==> config.mk <==
export PLATFORM = sky130hd
export DESIGN_NAME = sd_cmd_phy_flat
export DESIGN_NICKNAME = d
export VERILOG_FILES = /design/src/rtl/sd_cmd_phy_if.sv /design/src/rtl/sd_cmd_phy.sv /design/src/flat_wrapper.sv
export SDC_FILE = /design/constraint.sdc
export NUM_CORES = 1
export LEC_CHECK = 0
export BUFFER_PORTS_ARGS = -buffer_cell sky130_fd_sc_hd__buf_4
export CORE_MARGIN = 8
export CORE_UTILIZATION = 56
export DETAILED_ROUTE_END_ITERATION = 6
export GPL_ROUTABILITY_DRIVEN = 0
export HOLD_SLACK_MARGIN = 0.15
export MAX_ROUTING_LAYER = met4
export PLACE_DENSITY = 0.76
export SLEW_MARGIN = 40
export SYNTH_ARGS = -nofsm -noshare
export SYNTH_HDL_FRONTEND = slang
export SYNTH_SLANG_ARGS = --single-unit
export TNS_END_PERCENT = 30
==> constraint.sdc <==
create_clock -name clock -period 2.75 [get_ports clock]
set_input_delay 0.6875 -clock clock [delete_from_list [all_inputs] [get_ports clock]]
set_output_delay 0.6875 -clock clock [all_outputs]
set_load 0.1 [all_outputs]
==> src/rtl/sd_cmd_phy_if.sv <==
`default_nettype none
// ============================================================================
// Module      : sd_cmd_phy_if
// Description : Command-controller / PAD-side signal bundle for sd_cmd_phy.
//               master = command controller plus PAD return path,
//               slave  = the serial command-line engine.
// Revision    : 1.0 - initial release
// ============================================================================
interface sd_cmd_phy_if;
  // Command request
  logic        tx_start;
  logic [5:0]  cmd_index;
  logic [31:0] cmd_argument;
  logic        resp_expected;
  logic        resp_crc_check;
  // PAD pins
  logic        pad_data_in;
  logic        pad_output_input;
  logic        pad_enable;
  logic        pad_data_out;
  // Status and results
  logic        busy;
  logic        done;
  logic [5:0]  resp_index;
  logic [31:0] resp_argument;
  logic        crc_error;
  logic        end_bit_error;
  logic        timeout_error;

  modport master (
    output tx_start, cmd_index, cmd_argument, resp_expected, resp_crc_check,
    output pad_data_out,
    input  pad_data_in, pad_output_input, pad_enable,
    input  busy, done, resp_index, resp_argument,
    input  crc_error, end_bit_error, timeout_error
  );

  modport slave (
    input  tx_start, cmd_index, cmd_argument, resp_expected, resp_crc_check,
    input  pad_data_out,
    output pad_data_in, pad_output_input, pad_enable,
    output busy, done, resp_index, resp_argument,
    output crc_error, end_bit_error, timeout_error
  );
endinterface
`default_nettype wire

==> src/rtl/sd_cmd_phy.sv <==
`default_nettype none
// ============================================================================
// Module      : sd_cmd_phy
// Description : SD CMD-line engine. Frames and serialises a 48-bit command
//               (CRC7 generated on the fly), releases the line, optionally
//               captures a 48-bit response and checks its CRC7 / end bit.
// Revision    : 1.0 - initial release
// ============================================================================
module sd_cmd_phy #(
  parameter int TIMEOUT_CYCLES = 64,
  parameter int TURN_CYCLES    = 2
) (
  input logic         clock,
  input logic         reset,
  sd_cmd_phy_if.slave bus
);

  // One shared counter serves SEND (48 bits), TURN, RECV and the timeout.
  localparam int CNT_MAX = (TIMEOUT_CYCLES > 48) ? TIMEOUT_CYCLES : 48;
  localparam int CNT_W   = $clog2(CNT_MAX + 1);

  typedef enum logic [2:0] {
    IDLE       = 3'd0,
    SEND       = 3'd1,
    TURN       = 3'd2,
    WAIT_START = 3'd3,
    RECV       = 3'd4,
    CHECK      = 3'd5,
    DONE       = 3'd6
  } state_t;

  state_t             state_q, state_d;
  logic [CNT_W-1:0]   cnt_q, cnt_d;
  logic [47:0]        sr_q, sr_d;
  logic [6:0]         crc_q, crc_d;
  logic               resp_exp_q, resp_exp_d;
  logic               crc_chk_q, crc_chk_d;
  logic [5:0]         resp_index_q, resp_index_d;
  logic [31:0]        resp_argument_q, resp_argument_d;
  logic               crc_error_q, crc_error_d;
  logic               end_bit_error_q, end_bit_error_d;
  logic               timeout_error_q, timeout_error_d;
  logic [6:0]         crc_tx_next;

  // One serial step of CRC7, polynomial x^7 + x^3 + 1.
  function automatic logic [6:0] crc7_step(input logic [6:0] c, input logic b);
    logic fb;
    fb = b ^ c[6];
    return {c[5:3], c[2] ^ fb, c[1:0], fb};
  endfunction

  assign crc_tx_next = crc7_step(crc_q, sr_q[47]);

  // State register and datapath flops; reset returns everything to IDLE/zero.
  always_ff @(posedge clock or negedge reset) begin
    if (!reset) begin
      state_q         <= IDLE;
      cnt_q           <= '0;
      sr_q            <= '0;
      crc_q           <= '0;
      resp_exp_q      <= 1'b0;
      crc_chk_q       <= 1'b0;
      resp_index_q    <= '0;
      resp_argument_q <= '0;
      crc_error_q     <= 1'b0;
      end_bit_error_q <= 1'b0;
      timeout_error_q <= 1'b0;
    end else begin
      state_q         <= state_d;
      cnt_q           <= cnt_d;
      sr_q            <= sr_d;
      crc_q           <= crc_d;
      resp_exp_q      <= resp_exp_d;
      crc_chk_q       <= crc_chk_d;
      resp_index_q    <= resp_index_d;
      resp_argument_q <= resp_argument_d;
      crc_error_q     <= crc_error_d;
      end_bit_error_q <= end_bit_error_d;
      timeout_error_q <= timeout_error_d;
    end
  end

  // Next-state logic: framing, shifting, CRC accumulation and result capture.
  always_comb begin
    state_d         = state_q;
    cnt_d           = cnt_q;
    sr_d            = sr_q;
    crc_d           = crc_q;
    resp_exp_d      = resp_exp_q;
    crc_chk_d       = crc_chk_q;
    resp_index_d    = resp_index_q;
    resp_argument_d = resp_argument_q;
    crc_error_d     = crc_error_q;
    end_bit_error_d = end_bit_error_q;
    timeout_error_d = timeout_error_q;

    case (state_q)
      IDLE: begin
        if (bus.tx_start) begin
          // CRC field starts as zeros; it is overwritten while bit 8 goes out.
          sr_d            = {1'b0, 1'b1, bus.cmd_index, bus.cmd_argument, 7'd0, 1'b1};
          crc_d           = '0;
          cnt_d           = '0;
          resp_exp_d      = bus.resp_expected;
          crc_chk_d       = bus.resp_crc_check;
          crc_error_d     = 1'b0;
          end_bit_error_d = 1'b0;
          timeout_error_d = 1'b0;
          state_d         = SEND;
        end
      end

      SEND: begin
        sr_d = {sr_q[46:0], 1'b0};
        if (cnt_q < CNT_W'(40)) begin
          crc_d = crc_tx_next;
        end
        // Bit 8 is leaving now: the CRC is complete and slides in behind it.
        if (cnt_q == CNT_W'(39)) begin
          sr_d[47:41] = crc_tx_next;
        end
        if (cnt_q == CNT_W'(47)) begin
          cnt_d   = '0;
          state_d = TURN;
        end else begin
          cnt_d = cnt_q + 1'b1;
        end
      end

      TURN: begin
        if (cnt_q == CNT_W'(TURN_CYCLES - 1)) begin
          cnt_d   = '0;
          state_d = resp_exp_q ? WAIT_START : DONE;
        end else begin
          cnt_d = cnt_q + 1'b1;
        end
      end

      WAIT_START: begin
        if (!bus.pad_data_out) begin
          // Start bit is 0, so starting the CRC from zero already accounts for it.
          sr_d    = '0;
          crc_d   = '0;
          cnt_d   = '0;
          state_d = RECV;
        end else if (cnt_q == CNT_W'(TIMEOUT_CYCLES - 1)) begin
          timeout_error_d = 1'b1;
          state_d         = DONE;
        end else begin
          cnt_d = cnt_q + 1'b1;
        end
      end

      RECV: begin
        sr_d = {sr_q[46:0], bus.pad_data_out};
        // Counts 0..38 carry response bits 46..8, the CRC-covered field.
        if (cnt_q < CNT_W'(39)) begin
          crc_d = crc7_step(crc_q, bus.pad_data_out);
        end
        if (cnt_q == CNT_W'(46)) begin
          cnt_d   = '0;
          state_d = CHECK;
        end else begin
          cnt_d = cnt_q + 1'b1;
        end
      end

      CHECK: begin
        resp_index_d    = sr_q[45:40];
        resp_argument_d = sr_q[39:8];
        end_bit_error_d = ~sr_q[0];
        crc_error_d     = crc_chk_q && (crc_q != sr_q[7:1]);
        state_d         = DONE;
      end

      DONE: begin
        state_d = IDLE;
      end

      default: begin
        state_d = IDLE;
      end
    endcase
  end

  // Outputs decode straight from state, so reset clears them immediately.
  always_comb begin
    bus.pad_enable       = (state_q != IDLE);
    bus.pad_output_input = (state_q == SEND) || ((state_q == TURN) && (cnt_q == '0));
    bus.pad_data_in      = (state_q == SEND) ? sr_q[47] : (state_q != IDLE);
    bus.busy             = (state_q != IDLE) && (state_q != DONE);
    bus.done             = (state_q == DONE);
    bus.resp_index       = resp_index_q;
    bus.resp_argument    = resp_argument_q;
    bus.crc_error        = crc_error_q;
    bus.end_bit_error    = end_bit_error_q;
    bus.timeout_error    = timeout_error_q;
  end

endmodule
`default_nettype wire

==> src/flat_wrapper.sv <==
// flat-port wrapper written by rule: the top's interface ports become plain ports
module sd_cmd_phy_flat 
#(
  parameter int TIMEOUT_CYCLES = 64,
  parameter int TURN_CYCLES    = 2
)
  (clock, reset, bus_tx_start, bus_cmd_index, bus_cmd_argument, bus_resp_expected, bus_resp_crc_check, bus_pad_data_out, bus_pad_data_in, bus_pad_output_input, bus_pad_enable, bus_busy, bus_done, bus_resp_index, bus_resp_argument, bus_crc_error, bus_end_bit_error, bus_timeout_error);
  sd_cmd_phy_if bus_i ();
  input logic clock;
  input logic reset;
  input wire logic [$bits(bus_i.tx_start)-1:0] bus_tx_start;
  input wire logic [$bits(bus_i.cmd_index)-1:0] bus_cmd_index;
  input wire logic [$bits(bus_i.cmd_argument)-1:0] bus_cmd_argument;
  input wire logic [$bits(bus_i.resp_expected)-1:0] bus_resp_expected;
  input wire logic [$bits(bus_i.resp_crc_check)-1:0] bus_resp_crc_check;
  input wire logic [$bits(bus_i.pad_data_out)-1:0] bus_pad_data_out;
  output wire logic [$bits(bus_i.pad_data_in)-1:0] bus_pad_data_in;
  output wire logic [$bits(bus_i.pad_output_input)-1:0] bus_pad_output_input;
  output wire logic [$bits(bus_i.pad_enable)-1:0] bus_pad_enable;
  output wire logic [$bits(bus_i.busy)-1:0] bus_busy;
  output wire logic [$bits(bus_i.done)-1:0] bus_done;
  output wire logic [$bits(bus_i.resp_index)-1:0] bus_resp_index;
  output wire logic [$bits(bus_i.resp_argument)-1:0] bus_resp_argument;
  output wire logic [$bits(bus_i.crc_error)-1:0] bus_crc_error;
  output wire logic [$bits(bus_i.end_bit_error)-1:0] bus_end_bit_error;
  output wire logic [$bits(bus_i.timeout_error)-1:0] bus_timeout_error;
  assign bus_i.tx_start = bus_tx_start;
  assign bus_i.cmd_index = bus_cmd_index;
  assign bus_i.cmd_argument = bus_cmd_argument;
  assign bus_i.resp_expected = bus_resp_expected;
  assign bus_i.resp_crc_check = bus_resp_crc_check;
  assign bus_i.pad_data_out = bus_pad_data_out;
  assign bus_pad_data_in = bus_i.pad_data_in;
  assign bus_pad_output_input = bus_i.pad_output_input;
  assign bus_pad_enable = bus_i.pad_enable;
  assign bus_busy = bus_i.busy;
  assign bus_done = bus_i.done;
  assign bus_resp_index = bus_i.resp_index;
  assign bus_resp_argument = bus_i.resp_argument;
  assign bus_crc_error = bus_i.crc_error;
  assign bus_end_bit_error = bus_i.end_bit_error;
  assign bus_timeout_error = bus_i.timeout_error;
  sd_cmd_phy #(.TIMEOUT_CYCLES(TIMEOUT_CYCLES), .TURN_CYCLES(TURN_CYCLES)) u_core (.clock(clock), .reset(reset), .bus(bus_i));
endmodule
==> run_results.csv <==
group,metric,value,unit
routing,routed_wl,11500,um
timing,finClkSkew,15.5,ps
clocking,holdBufCountCts,0,
global_route,grt_pass1_vias,3811,
synthesis,synthMuxAreaShare,0.103,
setup_path,worstSetupStartpointType,"flop",
synthesis,syn_area_per_cell,10.8,um2
cells_and_area,regArea,0.00270,mm2
setup_path,crit_arrival,1870,ps
routing,firstDrtPassIters,5,
timing,setup_viol,0,
global_route,track_usage,0.193,
place,port_buffers,89,
clocking,cts_buffers,9,
clocking,cts_resized,0,
synthesis,synth.net_count,519,
cells_and_area,drive_gt1_frac,0.238,
synthesis,synth_cell_types,59,
timing,rsz0062_at_grt,"no",
clocking,path_clk_slew,110,ps
global_route,grt_pass1_wl,19300,um
global_route,grt_overflow_total,0,
synthesis,ys_seq_area_frac,0.532,
setup_path,cp.required,2060,ps
cells_and_area,n_fill_cell,665,
setup_path,crit_type,"flop to output pin",
synthesis,syn_area,0.00508,mm2
global_route,grt_max_degree,89,
setup_path,path_max_fanout,18,
place,placed_area,0.00579,mm2
global_route,antenna_found_initial,0,
clocking,clock_latency,370,ps
die,die-area,0.0124,mm2
cells_and_area,fin_util,0.685,
min_path,hp-class,"input port to asynchronous set/reset pin",
status,status,"finished, final reports clean",
setup_path,cp-end-kind,"output pin",
routing,vias_per_cell,5.85,
cells_and_area,synthToLayoutAreaGrowth,18.0,%
synthesis,synthAdderAreaFrac,0.00985,
synthesis,synth_compound_area_frac,0.181,
cells_and_area,final_cells,655,
synthesis,ys_seq_elements,108,
clocking,cts_max_level,3,
timing,fmax,392,MHz
synthesis,synth_top_family_by_area,"compound AO/OA/AOI/OAI gates",
synthesis,synth_warnings,0,
cells_and_area,diodes,0,
cells_and_area,nets,590,
synthesis,synth_edf_count,0,
routing,ant_nets,0,
synthesis,synth_xor_xnor_area_share,0.0172,
clocking,cts_tree,"done",
die,die_w,111,um
die,initial_core_util,0.580,
clocking,post-cts-setup-buffer-count,0,
timing,final.period_utilization,0.928,
clocking,cts.sinks,108,
die,ios,90,
timing,finalMaxSlewViolations,0,
flow_run,timing.max_cap.violations,0,
clocking,cts_buffer_depth,2,
clocking,cts_root_buf,"clkbuf_8",
routing,vias,3829,
synthesis,synth_ff_type,"dfrtp_1",
routing,drc_errors,0,
die,coreArea,0.00876,mm2
place,dp_cells,639,
cells_and_area,final_area,0.00600,mm2
timing,hold_violations,0,
cells_and_area,multi_input_area,0.00218,mm2
die,num_rows,34,
timing,tightest_slew,767,ps
timing,relSlewSlack,0.487,
synthesis,syn_inst,471,
routing,routedWlPerCell,17.6,um
timing,finalCriticalPeriod,2550,ps
routing,detail_route.iter0.violations,238,
synthesis,yosys.area_share.simple,0.112,
place,dp_hpwl,8140,um
synthesis,postSynth.asyncResetShare,1.00,
die,chipHeight,111,um
==> routing by layer <==
layer | vias to the layer above | GRT usage | routed length, um
li1 | 1838 | - | -
met1 | 1860 | 0.249 | 5340
met2 | 119 | 0.301 | 5520
met3 | 12 | 0.0417 | 568
met4 | 0 | 0.0498 | 104
met5 | - | - | 0
==> metrics by stage <==
step / TNS [ps] / hold WS (ps) / setup WS, ps
after floorplan: -272 / 392 / -272
after global placement: 0 / 472 / 479
after detailed placement: 0 / 472 / 389
after CTS: 0 / 342 / 204
after global routing: 0 / 372 / 62.8
final: 0 / 332 / 197
==> area by class of cell <==
type	instances	share of cell area
well taps	108	0.0225
clock inverters	6	0.0133
clock buffers	10	0.0213
inverters	11	0.00688
multi-input cells	316	0.363
flip-flops and latches	108	0.450
repair buffers	96	0.122
==> flip-flops by register name, indices dropped and copies added, names as in the netlist <==
signal                    flops
u_core.state_q                3
u_core.bus.end_bit_error      1
u_core.resp_exp_q             1
u_core.bus.resp_argument     32
u_core.crc_chk_q              1
u_core.bus.crc_error          1
u_core.cnt_q                  7
u_core.bus.resp_index         6
u_core.crc_q                  7
u_core.sr_q                  48
u_core.bus.timeout_error      1
==> cells in the mapped netlist (4+ instances only) <==
library cell	instances	share of area
a22oi_1	36	0.053
nor2b_1	4	0.0049
a21oi_1	6	0.0059
o31ai_1	4	0.0059
inv_1	11	0.0081
nand2_1	55	0.041
nor2_1	20	0.015
ha_1	4	0.0098
nand3_1	8	0.0079
o21ai_1	13	0.013
buf_2	9	0.0089
o22ai_1	6	0.0074
buf_6	4	0.0089
dfrtp_1	108	0.53
clkbuf_1	20	0.015
a22o_1	11	0.019
xnor2_1	5	0.0086
mux2_1	40	0.089
mux2_2	4	0.0089
xor2_1	5	0.0086
o21ai_0	40	0.039
nor3_1	4	0.0039
==> worst max-delay path: stages, from the launching register on <==
cell     delay [ps]
dfrtp_1         670
nor2b_1         230
nand4_1         130
a21oi_2         160
buf_4           310
==> cells in the final DEF (no fill, tap or decap), types with 3 or more instances in the layout <==
| cell type | count |
|---|---|
| dfrtp_1 | 108 |
| buf_4 | 95 |
| nand2_1 | 55 |
| mux2_1 | 40 |
| o21ai_0 | 40 |
| a22oi_1 | 36 |
| nor2_1 | 18 |
| o21ai_1 | 13 |
| inv_1 | 11 |
| a22o_1 | 11 |
| clkbuf_8 | 9 |
| nand3_1 | 8 |
| o22ai_1 | 6 |
| a21oi_1 | 5 |
| xor2_1 | 5 |
| xnor2_1 | 5 |
| nor3_1 | 4 |
| nor2b_1 | 4 |
| o31ai_1 | 4 |
| mux2_2 | 4 |
| ha_1 | 4 |
| nand2b_1 | 3 |
| nand4_1 | 3 |
| or3b_1 | 3 |
| mux2i_1 | 3 |
| o21a_1 | 3 |
| inv_6 | 3 |
==> final timing paths <==
path	start	to	slack, ps	cells after the start
max	u_core.state_q[1]	bus_pad_output_input	200	4
min	reset	u_core.bus.resp_argument[25]	330	1
max reg2reg	u_core.state_q[1]	u_core.cnt_q[6]	360	6
min reg2reg	u_core.bus.resp_argument[20]	u_core.bus.resp_argument[20]	500	1
max in group asynchronous	reset	u_core.bus.timeout_error	1670	2
min in group clock	u_core.bus.resp_argument[20]	u_core.bus.resp_argument[20]	500	1
==> cell families after synthesis <==
logic type | Yosys count
adders and majority gates | 4
and+or+nand+nor | 117
AOI/OAI and AO/OA | 138
buffers and inverters | 47
xor gates and xnor gates | 10
muxes | 47
DFF | 108
Power is left out: the tool's default activity adds up to more than one toggle a clock period on the data nets, which glitch-free logic cannot reach.
